[config.mk]
export PLATFORM = sky130hd
export DESIGN_NAME = operand_align
export DESIGN_NICKNAME = d
export VERILOG_FILES = /design/src/rtl/fpu_pkg.sv /design/src/rtl/align_shifter.sv /design/src/rtl/operand_align.sv
export SDC_FILE = /design/constraint.sdc
export NUM_CORES = 1
export LEC_CHECK = 0
export ABC_AREA = 1
export BUFFER_PORTS_ARGS = -buffer_cell sky130_fd_sc_hd__buf_4
export CORE_MARGIN = 2
export CORE_UTILIZATION = 52
export DETAILED_ROUTE_END_ITERATION = 6
export HOLD_SLACK_MARGIN = 0.1
export PLACE_DENSITY = 0.84
export SLEW_MARGIN = 20
export SYNTH_ARGS = -nofsm -noshare
export SYNTH_HDL_FRONTEND = slang
export SYNTH_HIERARCHICAL = 1
export SYNTH_SLANG_ARGS = --single-unit
[constraint.sdc]
create_clock -name clk_i -period 3.67 [get_ports clk_i]
set_input_delay 1.101 -clock clk_i [delete_from_list [all_inputs] [get_ports clk_i]]
set_output_delay 1.101 -clock clk_i [all_outputs]
set_load 0.02 [all_outputs]
[src/rtl/fpu_pkg.sv]
// Shared FPU definitions: operand class bit positions and width helpers used by
// the operand parser, the alignment pipeline and the normaliser.
package fpu_pkg;

  localparam int CLS_ZERO = 0;
  localparam int CLS_INF  = 1;
  localparam int CLS_NAN  = 2;
  localparam int CLS_W    = 3;

  function automatic int op_width(input int exp_w, input int frac_w);
    return 1 + exp_w + frac_w;
  endfunction

  function automatic int sig_width(input int frac_w);
    return frac_w + 1;
  endfunction

endpackage

[src/rtl/align_shifter.sv]
// Sticky right shifter: shifts sig_in right and ORs every discarded bit into
// bit 0; shifts of IN_W or more collapse to a lone sticky bit.
module align_shifter #(
  parameter int IN_W    = 27,
  parameter int SHIFT_W = 8
) (
  input  logic [IN_W-1:0]    sig_in,
  input  logic [SHIFT_W-1:0] shift,
  output logic [IN_W-1:0]    sig_out
);

  logic [31:0]     shift_ext;
  logic [IN_W-1:0] lost;
  logic [IN_W-1:0] shifted;
  logic            saturate;

  assign shift_ext = 32'(shift);
  assign shifted   = sig_in >> shift_ext;
  assign saturate  = shift_ext >= 32'(IN_W);

  // A bit is lost when its position lies below the shift amount.
  generate
    for (genvar gi = 0; gi < IN_W; gi++) begin : g_lost
      assign lost[gi] = sig_in[gi] & (shift_ext > 32'(gi));
    end
  endgenerate

  always_comb begin
    sig_out = '0;
    if (saturate) begin
      sig_out = IN_W'(|sig_in);
    end else begin
      sig_out = {shifted[IN_W-1:1], shifted[0] | (|lost)};
    end
  end

endmodule

[src/rtl/operand_align.sv]
// Two-stage operand alignment: stage 1 unpacks, classifies and orders the pair,
// stage 2 sticky-shifts the smaller significand; valid/ready with back-pressure.
module operand_align
  import fpu_pkg::*;
#(
  parameter  int EXP_W  = 8,
  parameter  int FRAC_W = 23,
  localparam int W      = op_width(EXP_W, FRAC_W),
  localparam int S      = sig_width(FRAC_W)
) (
  input  logic             clk_i,
  input  logic             rst_i,
  input  logic             valid_i,
  output logic             ready_o,
  input  logic [W-1:0]     x_i,
  input  logic [W-1:0]     y_i,
  output logic             valid_o,
  input  logic             ready_i,
  output logic             swapped_o,
  output logic             big_sign_o,
  output logic             small_sign_o,
  output logic [EXP_W-1:0] exp_o,
  output logic [S-1:0]     big_sig_o,
  output logic [S+2:0]     small_sig_o,
  output logic [CLS_W-1:0] x_class_o,
  output logic [CLS_W-1:0] y_class_o
);

  function automatic logic [CLS_W-1:0] classify(input logic [EXP_W-1:0] e,
                                                input logic [FRAC_W-1:0] f);
    logic [CLS_W-1:0] c;
    c           = '0;
    c[CLS_NAN]  = (&e) & (|f);
    c[CLS_INF]  = (&e) & ~(|f);
    c[CLS_ZERO] = ~(|e) & ~(|f);
    return c;
  endfunction

  logic [EXP_W-1:0]  x_exp, y_exp, x_eff, y_eff;
  logic [FRAC_W-1:0] x_frac, y_frac;
  logic [S-1:0]      x_sig, y_sig;
  logic              swap_next;

  assign x_exp  = x_i[W-2 -: EXP_W];
  assign y_exp  = y_i[W-2 -: EXP_W];
  assign x_frac = x_i[FRAC_W-1:0];
  assign y_frac = y_i[FRAC_W-1:0];
  assign x_sig  = {|x_exp, x_frac};
  assign y_sig  = {|y_exp, y_frac};
  // Subnormals share the minimum normal exponent.
  assign x_eff  = (x_exp == '0) ? EXP_W'(1) : x_exp;
  assign y_eff  = (y_exp == '0) ? EXP_W'(1) : y_exp;
  assign swap_next = y_i[W-2:0] > x_i[W-2:0];

  logic             s1_valid_reg, s2_valid_reg;
  logic             s1_swapped_reg, s1_big_sign_reg, s1_small_sign_reg;
  logic [EXP_W-1:0] s1_exp_reg, s1_shift_reg;
  logic [S-1:0]     s1_big_sig_reg, s1_small_sig_reg;
  logic [CLS_W-1:0] s1_x_class_reg, s1_y_class_reg;
  logic [S+2:0]     aligned_next;
  logic             s1_en, s2_en;

  assign s2_en   = !s2_valid_reg | ready_i;
  assign s1_en   = !s1_valid_reg | s2_en;
  assign ready_o = s1_en;
  assign valid_o = s2_valid_reg;

  always_ff @(posedge clk_i) begin
    if (rst_i) begin
      s1_valid_reg      <= 1'b0;
      s1_swapped_reg    <= 1'b0;
      s1_big_sign_reg   <= 1'b0;
      s1_small_sign_reg <= 1'b0;
      s1_exp_reg        <= '0;
      s1_shift_reg      <= '0;
      s1_big_sig_reg    <= '0;
      s1_small_sig_reg  <= '0;
      s1_x_class_reg    <= '0;
      s1_y_class_reg    <= '0;
    end else if (s1_en) begin
      s1_valid_reg <= valid_i;
      if (valid_i) begin
        s1_swapped_reg    <= swap_next;
        s1_big_sign_reg   <= swap_next ? y_i[W-1] : x_i[W-1];
        s1_small_sign_reg <= swap_next ? x_i[W-1] : y_i[W-1];
        s1_exp_reg        <= swap_next ? y_exp : x_exp;
        s1_shift_reg      <= swap_next ? (y_eff - x_eff) : (x_eff - y_eff);
        s1_big_sig_reg    <= swap_next ? y_sig : x_sig;
        s1_small_sig_reg  <= swap_next ? x_sig : y_sig;
        s1_x_class_reg    <= classify(x_exp, x_frac);
        s1_y_class_reg    <= classify(y_exp, y_frac);
      end
    end
  end

  align_shifter #(
    .IN_W   (S + 3),
    .SHIFT_W(EXP_W)
  ) u_shifter (
    .sig_in (({s1_small_sig_reg, 3'b000})),
    .shift  (s1_shift_reg),
    .sig_out(aligned_next)
  );

  always_ff @(posedge clk_i) begin
    if (rst_i) begin
      s2_valid_reg <= 1'b0;
      swapped_o    <= 1'b0;
      big_sign_o   <= 1'b0;
      small_sign_o <= 1'b0;
      exp_o        <= '0;
      big_sig_o    <= '0;
      small_sig_o  <= '0;
      x_class_o    <= '0;
      y_class_o    <= '0;
    end else if (s2_en) begin
      s2_valid_reg <= s1_valid_reg;
      if (s1_valid_reg) begin
        swapped_o    <= s1_swapped_reg;
        big_sign_o   <= s1_big_sign_reg;
        small_sign_o <= s1_small_sign_reg;
        exp_o        <= s1_exp_reg;
        big_sig_o    <= s1_big_sig_reg;
        small_sig_o  <= aligned_next;
        x_class_o    <= s1_x_class_reg;
        y_class_o    <= s1_y_class_reg;
      end
    end
  end

endmodule

==> out/results.tsv <==
metric	value	unit
synth_area_leader_cell	dfxtp_1	
ys_ff_latch	143	
path_class	in2reg	
area_delta_synth_final	17.5	%
yosys_warnings	6	
first_pass_iters	6	
ir_worst_vdd	0.363	mV
initialDrtViolationCount	1107	
ios	138	
cts_max_path_buffers	2	
fin_util	61.7	%
switchingPower	1.72	mW
start_kind	primary input	
synth_cell_types	36	
cp_max_fo	5	
grt_pass1_wl	48200	um
viasPerCell	5.68	
fin_crit_sh	81.2	%
ant_nets	0	
synth_top_cell_area_share	30.6	%
p_int	3.09	mW
cts_hold_buffers	0	
clkPwrFrac	34.1	%
wire_per_inst	16.0	um
grt_max_degree	75	
synthTopCellsByArea	dfxtp_1 31%, nand2_1 14%, nand3_1 13%, nor2_1 8.4%, ha_1 6.0%	
synth_edf_count	0	
sequentialPowerShare	36.8	%
ys.flop_type	dfxtp_1	
post_dp_cell_area	10500	um^2
rsz0062_at_grt	no	
clockRootBuffer	clkbuf_16	
antenna_found_initial	0	
portBuffers	137	
fp.dieH	138	um
gp_congestion	0.977	
async_reset_ff_share	0	%
hpwl	21100	um
wirelength	29500	um
largest_register_ffs	27	
route.detailed.drc	0	
fin_nets	1721	
grt_usage	30.3	%
synth_area	9370	um^2
top_register	small_sig_o	
setup_viol	0	
crit_path_end_kind	flop	
synth_common_cells	339 x nand2_1, 238 x nand3_1, 210 x nor2_1, 143 x dfxtp_1, 135 x inv_1	
final_area	11000	um^2
grt-ovfl-total	0	
total_power	4.81	mW
syn_inst	1523	
num_vias	10500	
ys_seq_area_share	30.6	%
drv_cap	0	
cts_buffers	17	
htree_levels	4	
fmax	0.335	GHz
maxSlewViolCount	0	
die_area	19100	um^2
status	finished clean	
die_x	138	um
core-area	17800	um^2
finalSetupTns	0	ps
drive_above_1_share	13.1	%
path_clk_slew	60	ps
yosysMostFrequentCell	nand2_1	
antenna_cells	0	
initial_utilization	52.5	%
avgSynthCellArea	6.15	um^2
grt_pass1_vias	9531	
post_cts_buffers	0	
worstPathRequired	4050	ps
worstSkewPairLatency	430	ps
tightest_slew	788	ps
swShare	35.8	%
hp-class	reg2reg	
finalCriticalPeriod	2980	ps
cts_sinks	143	
cts_resized	0	
row_count	49	
leakagePower	5.33	nW
pwr-share-comb	29.1	%
slew_headroom	47.5	%
finalHoldViolCount	0	
powerDensity	437	nW/um^2
cp.arrival	3360	ps
cts_tree	yes	
clock_skew	6.73	ps
## power groups by stage
| stage | clock, mW | combinational, mW | sequential (mW) |
|---|---|---|---|
| after floorplan | 0 | 0.904 | 1.83 |
| after global placement | 0 | 1.35 | 1.80 |
| after detailed placement | 0 | 1.37 | 1.80 |
| after CTS | 1.65 | 1.38 | 1.77 |
| after global routing | 1.71 | 1.56 | 1.79 |
| final | 1.64 | 1.40 | 1.77 |
## critical path: stages
cell	delay, ps
buf_4	140
inv_1	140
nand3_1	90
nor3_1	250
nor2_1	100
inv_1	70
ha_1	140
inv_1	60
fa_1	410
nand2_1	90
nand2_1	70
nand2_1	70
nand2_1	60
a21oi_1	170
xor2_1	180
nand2_1	70
nand3_1	70
nand2_1	60
inv_1	40
## final timing paths
| path | startpoint | endpoint | slack, ps | cells after the start |
|---|---|---|---|---|
| setup reg to reg | s1_shift_reg[4]$_SDFFE_PP0P_ | small_sig_o[0]$_SDFFE_PP0P_ | 1330 | 12 |
| hold / removal | s1_big_sig_reg[8]$_SDFFE_PP0P_ | s1_big_sig_reg[8]$_SDFFE_PP0P_ | 460 | 2 |
| hold reg to reg | s1_big_sig_reg[8]$_SDFFE_PP0P_ | s1_big_sig_reg[8]$_SDFFE_PP0P_ | 460 | 2 |
| setup / recovery | y_i[24] | s1_shift_reg[6]$_SDFFE_PP0P_ | 690 | 19 |
## layer usage
metal	wire length, um	up-vias	share of wire, %	GRT usage (%)
met1	12800	4792	43	40.9
li1	-	5112	-	-
met2	13600	514	46	49.1
met4	840	0	2.8	10.8
met3	2270	72	7.7	5.06
met5	0	-	0	0
## stage by stage
stage          setup slack [ps]  cells  hold slack [ps]
2_1_floorplan               586   1529              442
3_3_place_gp                328   1816              450
3_5_place_dp                276   1816              453
4_1_cts                     713   1847              463
5_1_grt                     394   1847              475
6_report                    689   1847              461
## logic make-up after synthesis
family / share of synthesized area (%)
buf+inv: 10.7
flops: 30.6
other cells: 0.0400
compound gates: 12.9
fa+ha+maj: 6.44
xor+xnor: 1.12
simple gates: 38.1
mux: 0.107
## final cells by class
cell class	instances	area, um^2
Timing Repair Buffer	160	1240
Multi-Input combinational cell	1141	5530
Clock inverter	12	114
Sequential cell	143	2860
Fill cell	1763	6840
Inverter	143	537
Clock buffer	19	433
Tap cell	229	287
## cells in the final DEF (no fill, tap or decap), types with 3 or more instances in the layout
| cell | count |
|---|---|
| nand2_1 | 337 |
| nand3_1 | 238 |
| nor2_1 | 210 |
| buf_4 | 157 |
| dfxtp_1 | 143 |
| inv_1 | 134 |
| o21ai_0 | 111 |
| a21oi_1 | 107 |
| ha_1 | 45 |
| nand4_1 | 26 |
| clkbuf_16 | 17 |
| nor3_1 | 10 |
| xor2_1 | 10 |
| inv_2 | 8 |
| nor2_2 | 7 |
| conb_1 | 7 |
| o21ai_1 | 6 |
| nand2_2 | 4 |
| o211ai_1 | 4 |
| a21o_1 | 3 |
| clkinvlp_4 | 3 |
| clkinv_2 | 3 |
| buf_12 | 3 |
No activity file was read; power rests on OpenSTA's default activity.
